$ cat config.mk
export PLATFORM = sky130hd
export DESIGN_NAME = ecc_digit_io
export DESIGN_NICKNAME = d
export VERILOG_FILES = /design/src/rtl/ecc_io_pkg.sv /design/src/rtl/ecc_digit_shifter.sv /design/src/rtl/ecc_digit_io.sv
export SDC_FILE = /design/constraint.sdc
export NUM_CORES = 1
export LEC_CHECK = 0
export BUFFER_PORTS_ARGS = -buffer_cell sky130_fd_sc_hd__buf_2
export CAP_MARGIN = 20
export CORE_AREA = 2 2 186 188
export CTS_CLUSTER_DIAMETER = 120
export DETAILED_ROUTE_END_ITERATION = 16
export DIE_AREA = 0 0 188 190
export SYNTH_ARGS = -nofsm -noshare
export SYNTH_HDL_FRONTEND = slang
export SYNTH_SLANG_ARGS = --single-unit
$ cat constraint.sdc
create_clock -name clk -period 2.73 [get_ports clk]
set_clock_uncertainty 0.2 [all_clocks]
set_input_delay 0.546 -clock clk [delete_from_list [all_inputs] [get_ports clk]]
set_output_delay 0.546 -clock clk [all_outputs]
set_load 0.02 [all_outputs]
$ cat src/rtl/ecc_io_pkg.sv
// Shared state type, sizing helpers and default widths for the ECC core digit-serial front end.
package ecc_io_pkg;

    localparam int unsigned EccWidth  = 32;
    localparam int unsigned EccDigitW = 4;

    typedef enum logic [1:0] {
        StIdle,
        StLoad,
        StRun,
        StUnload
    } state_e;

    function automatic int unsigned ndig(input int unsigned width, input int unsigned digit_w);
        return width / digit_w;
    endfunction

    // Counter width for n values, never narrower than one bit.
    function automatic int unsigned cnt_w(input int unsigned n);
        return (n <= 32'd1) ? 32'd1 : 32'($clog2(n));
    endfunction

endpackage

$ cat src/rtl/ecc_digit_shifter.sv
// WIDTH-bit register with indexed digit write, full-word load and indexed digit read.
module ecc_digit_shifter
    import ecc_io_pkg::*;
#(
    parameter int unsigned WIDTH   = EccWidth,
    parameter int unsigned DIGIT_W = EccDigitW,
    localparam int unsigned NDIG   = ndig(WIDTH, DIGIT_W),
    localparam int unsigned CW     = cnt_w(NDIG)
) (
    input  logic               clk,
    input  logic               reset,
    input  logic               i_wr_en,
    input  logic [CW-1:0]      i_wr_idx,
    input  logic [DIGIT_W-1:0] i_wr_digit,
    input  logic               i_ld_en,
    input  logic [WIDTH-1:0]   i_ld_word,
    input  logic [CW-1:0]      i_rd_idx,
    output logic [DIGIT_W-1:0] o_rd_digit,
    output logic [WIDTH-1:0]   o_word
);

    logic [WIDTH-1:0] r_word;

    always_ff @(posedge clk) begin
        if (reset) begin
            r_word <= '0;
        end else if (i_ld_en) begin
            r_word <= i_ld_word;
        end else if (i_wr_en) begin
            for (int unsigned i = 0; i < NDIG; i++) begin
                if (i_wr_idx == CW'(i)) begin
                    r_word[i*DIGIT_W +: DIGIT_W] <= i_wr_digit;
                end
            end
        end
    end

    always_comb begin
        o_rd_digit = '0;
        for (int unsigned i = 0; i < NDIG; i++) begin
            if (i_rd_idx == CW'(i)) begin
                o_rd_digit = r_word[i*DIGIT_W +: DIGIT_W];
            end
        end
    end

    assign o_word = r_word;

endmodule

$ cat src/rtl/ecc_digit_io.sv
// Digit-serial operand loader, core launcher with watchdog, and flow-controlled result unloader.
module ecc_digit_io
    import ecc_io_pkg::*;
#(
    parameter int unsigned WIDTH   = EccWidth,
    parameter int unsigned DIGIT_W = EccDigitW,
    parameter int unsigned TIMEOUT = 65535
) (
    input  logic               clk,
    input  logic               reset,
    input  logic               in_valid,
    input  logic               in_start,
    input  logic [DIGIT_W-1:0] in_a,
    input  logic [DIGIT_W-1:0] in_prime,
    input  logic [DIGIT_W-1:0] in_px,
    input  logic [DIGIT_W-1:0] in_py,
    input  logic [DIGIT_W-1:0] in_k,
    output logic               in_ready,
    output logic               core_start,
    output logic [WIDTH-1:0]   core_a,
    output logic [WIDTH-1:0]   core_prime,
    output logic [WIDTH-1:0]   core_px,
    output logic [WIDTH-1:0]   core_py,
    output logic [WIDTH-1:0]   core_k,
    input  logic               core_done,
    input  logic [WIDTH-1:0]   core_kpx,
    input  logic [WIDTH-1:0]   core_kpy,
    output logic               out_valid,
    input  logic               out_ready,
    output logic [DIGIT_W-1:0] out_kpx,
    output logic [DIGIT_W-1:0] out_kpy,
    output logic               out_last,
    output logic               busy,
    output logic               error
);

    localparam int unsigned NDIG = ndig(WIDTH, DIGIT_W);
    localparam int unsigned CW   = cnt_w(NDIG);
    localparam int unsigned WDW  = cnt_w(TIMEOUT + 1);

    localparam logic [CW-1:0]  LastIdx = CW'(NDIG - 1);
    localparam logic [CW-1:0]  CntOne  = CW'(1);
    localparam logic [WDW-1:0] WdLast  = WDW'(TIMEOUT - 1);

    state_e         r_state;
    logic [CW-1:0]  r_cnt;
    logic [WDW-1:0] r_wd;
    logic           r_error;
    logic           r_core_start;
    logic           r_out_valid;
    logic           r_in_ready;
    logic           r_busy;

    logic           w_take_first;
    logic           w_take_load;
    logic           w_op_we;
    logic [CW-1:0]  w_op_idx;
    logic           w_res_ld;
    logic           w_out_fire;

    assign w_take_first = (r_state == StIdle) && in_valid && in_start;
    assign w_take_load  = (r_state == StLoad) && in_valid;
    assign w_op_we      = w_take_first || w_take_load;
    assign w_op_idx     = w_take_first ? '0 : r_cnt;
    assign w_res_ld     = (r_state == StRun) && core_done;
    assign w_out_fire   = r_out_valid && out_ready;

    logic [DIGIT_W-1:0] w_op_digit [5];
    logic [WIDTH-1:0]   w_op_word [5];
    logic [DIGIT_W-1:0] w_unused_op_rd [5];
    logic [WIDTH-1:0]   w_unused_res_word [2];

    assign w_op_digit[0] = in_a;
    assign w_op_digit[1] = in_prime;
    assign w_op_digit[2] = in_px;
    assign w_op_digit[3] = in_py;
    assign w_op_digit[4] = in_k;

    for (genvar g = 0; g < 5; g++) begin : g_op
        ecc_digit_shifter #(
            .WIDTH   (WIDTH),
            .DIGIT_W (DIGIT_W)
        ) u_op (
            .clk        (clk),
            .reset      (reset),
            .i_wr_en    (w_op_we),
            .i_wr_idx   (w_op_idx),
            .i_wr_digit (w_op_digit[g]),
            .i_ld_en    (1'b0),
            .i_ld_word  ('0),
            .i_rd_idx   ('0),
            .o_rd_digit (w_unused_op_rd[g]),
            .o_word     (w_op_word[g])
        );
    end

    assign core_a     = w_op_word[0];
    assign core_prime = w_op_word[1];
    assign core_px    = w_op_word[2];
    assign core_py    = w_op_word[3];
    assign core_k     = w_op_word[4];

    ecc_digit_shifter #(
        .WIDTH   (WIDTH),
        .DIGIT_W (DIGIT_W)
    ) u_res_kpx (
        .clk        (clk),
        .reset      (reset),
        .i_wr_en    (1'b0),
        .i_wr_idx   ('0),
        .i_wr_digit ('0),
        .i_ld_en    (w_res_ld),
        .i_ld_word  (core_kpx),
        .i_rd_idx   (r_cnt),
        .o_rd_digit (out_kpx),
        .o_word     (w_unused_res_word[0])
    );

    ecc_digit_shifter #(
        .WIDTH   (WIDTH),
        .DIGIT_W (DIGIT_W)
    ) u_res_kpy (
        .clk        (clk),
        .reset      (reset),
        .i_wr_en    (1'b0),
        .i_wr_idx   ('0),
        .i_wr_digit ('0),
        .i_ld_en    (w_res_ld),
        .i_ld_word  (core_kpy),
        .i_rd_idx   (r_cnt),
        .o_rd_digit (out_kpy),
        .o_word     (w_unused_res_word[1])
    );

    always_ff @(posedge clk) begin
        if (reset) begin
            r_state      <= StIdle;
            r_cnt        <= '0;
            r_wd         <= '0;
            r_error      <= 1'b0;
            r_core_start <= 1'b0;
            r_out_valid  <= 1'b0;
            r_in_ready   <= 1'b0;
            r_busy       <= 1'b0;
        end else begin
            r_core_start <= 1'b0;
            unique case (r_state)
                StIdle: begin
                    r_in_ready <= 1'b1;
                    if (w_take_first) begin
                        r_error <= 1'b0;
                        r_busy  <= 1'b1;
                        // A single-digit word is complete as soon as digit 0 lands.
                        if (NDIG == 1) begin
                            r_state      <= StRun;
                            r_core_start <= 1'b1;
                            r_wd         <= '0;
                            r_in_ready   <= 1'b0;
                        end else begin
                            r_state <= StLoad;
                            r_cnt   <= CntOne;
                        end
                    end
                end
                StLoad: begin
                    if (w_take_load) begin
                        if (r_cnt == LastIdx) begin
                            r_state      <= StRun;
                            r_core_start <= 1'b1;
                            r_wd         <= '0;
                            r_in_ready   <= 1'b0;
                        end else begin
                            r_cnt <= r_cnt + CntOne;
                        end
                    end
                end
                StRun: begin
                    // core_done takes priority over an expiring watchdog.
                    if (core_done) begin
                        r_state     <= StUnload;
                        r_cnt       <= '0;
                        r_out_valid <= 1'b1;
                    end else if (r_wd == WdLast) begin
                        r_state    <= StIdle;
                        r_error    <= 1'b1;
                        r_in_ready <= 1'b1;
                        r_busy     <= 1'b0;
                    end else begin
                        r_wd <= r_wd + 1'b1;
                    end
                end
                StUnload: begin
                    if (w_out_fire) begin
                        if (r_cnt == LastIdx) begin
                            r_state     <= StIdle;
                            r_cnt       <= '0;
                            r_out_valid <= 1'b0;
                            r_in_ready  <= 1'b1;
                            r_busy      <= 1'b0;
                        end else begin
                            r_cnt <= r_cnt + CntOne;
                        end
                    end
                end
                default: begin
                    r_state <= StIdle;
                end
            endcase
        end
    end

    assign in_ready   = r_in_ready;
    assign core_start = r_core_start;
    assign out_valid  = r_out_valid;
    assign out_last   = r_out_valid && (r_cnt == LastIdx);
    assign busy       = r_busy;
    assign error      = r_error;

endmodule

==> metrics.txt, run 1 <==
outcome=complete, but fails checks; failing checks=negative setup slack; DP Area=0.0119 mm^2; most common cell after layout, fill and taps aside=nand2_1; initial core utilization=0.295; r2r startpoint=r_cnt[0]; 1st-iter DRT viols=599; Rows=68; Post-synth EDFFs=0; DRC=0; post-route clock period utilization=1.16; sw frac=0.237; Hold Buf Count CTS=0; RSZ-0062 raised after global routing=true; top achievable clock speed=315 MHz; I/O Buffers=263; Fill cells=3,492; area delta synth->final=30.4%; CTS clock-pin slew for the worst setup and hold paths=0.06 ns; crit path DAT=2.43 ns; remaining antenna violation count=0; Nets=1,604; synthesized area=0.0100 mm^2; TritonCTS clock tree=built; post-synth net total=1,370; number of global-route vias before repair=8,876; antenna violations before repair=2; wirelength, routed=32.6 mm; Final Power=7.91 mW; Leakage=5.21 nW; drt wl/cell=16.5 um; HPWL Detailed=22.7 mm; Main synth FF type=dfxtp_1; final instance area=0.0131 mm^2; largest net degree at the start of global routing=93; Die Area=0.0357 mm^2; Worst Path Required=1.98 ns; GP Congestion=0.804; Setup CP Type=flip-flop to output pin; crit end category=output pin; PD cells=605 mW/mm^2; clock root buffer=clkbuf_16; Worst Setup SP=r_cnt[0]; H-tree depth=1; Synthesis Warnings=0; Overall Global Routing Usage=0.176; total CTS buffers=28; Power Internal=6.03 mW; core box area=0.0339 mm^2; Fin Hold WS=0.0460 ns; Seq. cell area=0.00501 mm^2; worst skew pair latency=0.54 ns; Max Root-Sink Buffers=3; Async S/R FF share, synth=0; Comb pwr share=0.060; Setup WS pre-CTS=-0.0993 ns; via count=9,533; gr ovfl total=0; commonest cells after routing, fill and taps aside=nand2_1, buf_2, dfxtp_1; Mapped Cells=1,272; Slowest-stage cell, CP=dfxtp_4; Cell variety after synth=58; Switch Pwr=1.87 mW; share of cells above drive strength 1=0.270; Die X=188 um; Fin. Hold Viols=0; global-route wire length before repair=50.0 mm; max-slew violation count=0; Worst path max stage delay=0.37 ns; Max-cap violations=0; crit start category=flip-flop; Vias per Instance=4.81; Setup WS post-layout=-0.446 ns; Top Ports=264; Core Util, Final=0.385; sequential fraction of design power=0.468; post-synthesis sequential area ratio=0.499; min-delay src=core_kpy[10]; measured slew at the worst slew-check pin=0.555 ns; Worst Path Max Fanout=4; First-pass DRT Iterations=5; crit path cell chain=ha_4, ha_4, or2_4, a221o_1, a221oi_2, a221o_1, buf_6; Hold Crit Class=input port to flip-flop; clock sinks=250; number of synthesized register bits=250; Ant. Diodes=0; clock share of power=0.472; Die Y-Extent=190 um; multi-input logic area=0.00466 mm^2; final worst path period need=3.18 ns; worst vdd rail ir drop=423 uV; worst relative slew slack=0.626; Mapped Avg Cell Area=7.88 um^2; # setup viols final=8
metal layers:
metal	part of all wire	vias up	GRT usage
met3	0.075	43	0.0456
li1	-	4724	-
met2	0.46	267	0.284
met5	0.00080	-	0
met1	0.45	4495	0.232
met4	0.018	4	0.0475
path summary, 6_finish.rpt:
check | end | slack, ns | cells past startpoint
worst max-delay path | out_kpy[1] | -0.45 | 7
worst min-delay path | u_res_kpy.o_word[10] | 0.05 | 3
worst max register to register | r_cnt[1] | 0.52 | 8
worst min register to register | g_op[2].u_op.o_word[26] | 0.25 | 2
flip-flops by register name, summed over array words and instances (netlist names):
| signal | count |
|---|---|
| busy | 1 |
| core_start | 1 |
| r_state | 2 |
| u_res_kpx.o_word | 32 |
| error | 1 |
| r_cnt | 3 |
| g_op.u_op.o_word | 160 |
| in_ready | 1 |
| u_res_kpy.o_word | 32 |
| out_valid | 1 |
| r_wd | 16 |
worst max-delay path, delay by kind of cell (launching register included):
family                   cells  cell delay, ns
AO/OA/AOI/OAI                3            0.81
adder cells (fa/ha/maj)      2            0.32
buffers and inverters        1            0.13
flip-flops                   1            0.37
AND/OR/NAND/NOR              1            0.26
cells in the mapped netlist (6+ instances only):
library cell | instances | share of area
buf_2 | 9 | 0.0045
nor2b_1 | 9 | 0.0056
inv_1 | 15 | 0.0056
nand2_1 | 438 | 0.16
nand3_1 | 14 | 0.0070
ha_1 | 8 | 0.010
clkbuf_1 | 95 | 0.036
a21oi_2 | 6 | 0.0052
o211ai_1 | 6 | 0.0045
o21ai_0 | 11 | 0.0055
o31ai_1 | 12 | 0.0090
nor2_1 | 29 | 0.011
a221o_1 | 9 | 0.0090
and3_1 | 8 | 0.0050
a31oi_1 | 7 | 0.0044
nand3b_1 | 7 | 0.0052
a21oi_1 | 221 | 0.11
or4_2 | 6 | 0.0052
nand2b_1 | 6 | 0.0037
or4_1 | 8 | 0.0060
mux2i_1 | 25 | 0.025
dfxtp_1 | 250 | 0.50
through the flow:
step	cells	setup TNS, ns
global route	1982	-3.66
finish	1982	-2.78
floorplan	1272	0
detailed placement	1928	-0.295
CTS	1981	-2.91
global placement	1928	-0.196
final cells by class:
class | count | area share
sequential | 250 | 0.383
timing repair buffer | 314 | 0.142
clock inverter | 12 | 0.00852
clock buffer | 39 | 0.0621
inverter | 16 | 0.00469
tap | 455 | 0.0436
multi-input combinational | 896 | 0.356
power by group through the flow:
stage	combinational, mW	sequential [mW]	clock (mW)
2_1_floorplan	0.219	3.81	0
3_3_place_gp	0.445	3.78	0
3_5_place_dp	0.450	3.78	0
4_1_cts	0.472	3.70	3.83
5_1_grt	0.512	3.70	4.00
6_report	0.473	3.70	3.74
cell families after synthesis:
group,Yosys count,synth area share
adder cells (fa/ha/maj),8,0.00999
AO/OA/AOI/OAI,302,0.173
AND/OR/NAND/NOR,561,0.242
multiplexers,25,0.0250
buffers and inverters,126,0.0507
flip-flops,250,0.499
what timing repair did:
item,in CTS,in global routing
hold endpoints to repair,0,0
setup buffers,2,0
pin swaps,6,2
endpoints found under the setup margin,8,8
resized for setup,44,1
Note: power is estimated with default switching activity, not from simulation.
==> run 2, diff against run 1 <==
- CORE_AREA: 2 2 186 188 -> 2 2 222 158
- DIE_AREA: 0 0 188 190 -> 0 0 224 160
- REMOVE_ABC_BUFFERS: not set -> 1
==> run 2 against run 1 <==
The run still ends with negative setup slack left. Largest power group is now sequential cells. Register-to-register slack worse by 0.05 ns. Die area increased by 0.34%. Sequential power about the same. Worst hold slack worse by 0.0017 ns. Critical endpoint is now out_kpx[2]. First-iteration DRC count is 2.3% lower.
==> metrics.txt, run 2 (synthesis results as in run 1) <==
Core Util, Final=0.380 (-0.00544); worst vdd rail ir drop=388 uV (-8.4%); path depth of the worst reg2reg path=7 (-1); Finished Layout Cells=1,957 (-1.3%); commonest cells after routing, fill and taps aside=nand2_1, buf_2, dfxtp_1; measured slew at the worst slew-check pin=1.08 ns (+0.521 ns); Setup WS pre-CTS=-0.150 ns (-0.0508 ns); outcome=complete, but fails checks; GP Congestion=0.827 (+2.9%); Nets=1,594 (-0.62%); Worst Path Required=1.98 ns (about the same); setup TNS=-2.61 ns (+0.169 ns); # setup viols final=8 (unchanged); Fin. Hold Viols=0 (unchanged); top achievable clock speed=319 MHz (+1.3%); Fin Hold WS=0.0443 ns (-0.00170 ns); area delta synth->final=28.8%; crit end category=output pin; max reg flops=160 (unchanged); Setup CP Type=flip-flop to output pin; CTS clock-pin slew for the worst setup and hold paths=0.06 ns (about the same); PD cells=602 mW/mm^2 (-0.53%); crit start category=flip-flop; TritonCTS clock tree=built; final worst path period need=3.13 ns (-0.0421 ns); worst relative slew slack=0.280 (-0.346); Overall Global Routing Usage=0.181 (+0.00541); Cells after DPL=1,904 (-1.2%); Top Ports=264 (unchanged); worst skew pair latency=0.54 ns (about the same); I/O Buffers=263 (unchanged); gr ovfl total=0 (unchanged); First-pass DRT Iterations=7 (+2); Leakage=5.13 nW (-1.5%); initial core utilization=0.295 (-0.000619); crit path DAT=2.39 ns (-0.04 ns); Worst Setup SP=r_cnt[0]; Worst path max stage delay=0.36 ns (about the same); HPWL Detailed=23.0 mm (+1.7%); most common cell after layout, fill and taps aside=nand2_1; DRC=0 (unchanged); total CTS buffers=27 (-3.6%); crit path to=out_kpx[2]; via count=9,444 (-0.93%); remaining antenna violation count=0 (unchanged); Vias per Instance=4.83 (+0.33%); post-route clock period utilization=1.15 (-0.0154); global-route wire length before repair=51.1 mm (+2.1%); clock sinks=250 (unchanged); 1st-iter DRT viols=585 (-2.3%); Hold Buf Count CTS=0 (unchanged); Hold Crit Class=input port to flip-flop; Worst Path Max Fanout=5 (+1); drt wl/cell=17.0 um (+3.3%); Max-cap violations=0 (unchanged); Rows=57 (-16%); H-tree depth=1 (unchanged); clock root buffer=clkbuf_16; Die X=224 um (+19%); Setup WS post-layout=-0.403 ns (+0.0421 ns); wirelength, routed=33.3 mm (+2.0%); Max Root-Sink Buffers=3 (unchanged); number of global-route vias before repair=8,963 (+0.98%); Die Area=0.0358 mm^2 (+0.34%); share of cells above drive strength 1=0.263 (-0.00790); failing checks=negative setup slack; max-slew violation count=0 (unchanged); r2r startpoint=r_cnt[2]; flop-to-flop setup slack=0.47 ns (-0.05 ns); Die Y-Extent=160 um (-16%); reg-to-reg endpoint=in_ready; Slowest-stage cell, CP=dfxtp_4; core box area=0.0340 mm^2 (+0.21%); antenna violations before repair=1 (-1); largest net degree at the start of global routing=100 (+7.5%); RSZ-0062 raised after global routing=true; crit path cell chain=buf_6, ha_4, buf_4, nand3b_1, a221o_1, a221oi_2, a221o_1, buf_6
[run 2: layer usage]
metal,wire (um),vias up,track usage
met3,1930,44,0.0383
li1,-,4709,-
met1,16200,4477,0.259
met2,14500,214,0.278
met5,0,-,0
met4,605,0,0.0421
[run 2: critical path: cells and delay by family (launching register included)]
| kind | cells | cell delay (ns) |
|---|---|---|
| compound gates | 3 | 0.78 |
| fa+ha+maj | 1 | 0.17 |
| buf+inv | 3 | 0.39 |
| flops | 1 | 0.36 |
| simple gates | 1 | 0.15 |
[run 2: power by group]
group | internal (mW) | total [mW] | switching (mW)
clock network | 2.10 | 3.60 | 1.50
logic | 0.172 | 0.474 | 0.302
registers | 3.68 | 3.70 | 0.0188
[run 2: how the worst min path moves through the flow]
stage	startpoint	end	cells past startpoint
after floorplan	u_res_kpx.o_word[11]	u_res_kpx.o_word[11]	2
after global placement	g_op[2].u_op.o_word[5]	g_op[2].u_op.o_word[5]	2
after detailed placement	g_op[1].u_op.o_word[29]	g_op[1].u_op.o_word[29]	2
after CTS	core_kpy[10]	u_res_kpy.o_word[10]	3
after global routing	core_kpx[31]	u_res_kpx.o_word[31]	3
final	core_kpy[10]	u_res_kpy.o_word[10]	3
[run 2: timing repair]
| action | CTS | global route |
|---|---|---|
| setup endpoints to repair | 8 | 9 |
| pin swaps | 9 | 3 |
| resized for setup | 47 | 8 |
| endpoints found under the hold margin | 0 | 0 |
| setup buffers | 5 | 1 |
[run 2: layout make-up]
cell class	count	area, um^2
fillers	3493	21100
flip-flops and latches	250	5010
multi-input cells	896	4660
repair buffers	305	1760
clock buffers	36	749
well taps	442	553
clock inverters	9	104
inverters	16	62.6
diodes	3	7.51
[run 2: stage by stage]
| step | total power, mW | cell area [um^2] |
|---|---|---|
| 6_report | 7.77 | 12900 |
| 5_1_grt | 8.07 | 12900 |
| 4_1_cts | 7.88 | 12900 |
| 3_5_place_dp | 4.23 | 11800 |
| 3_3_place_gp | 4.22 | 11800 |
| 2_1_floorplan | 3.95 | 9570 |
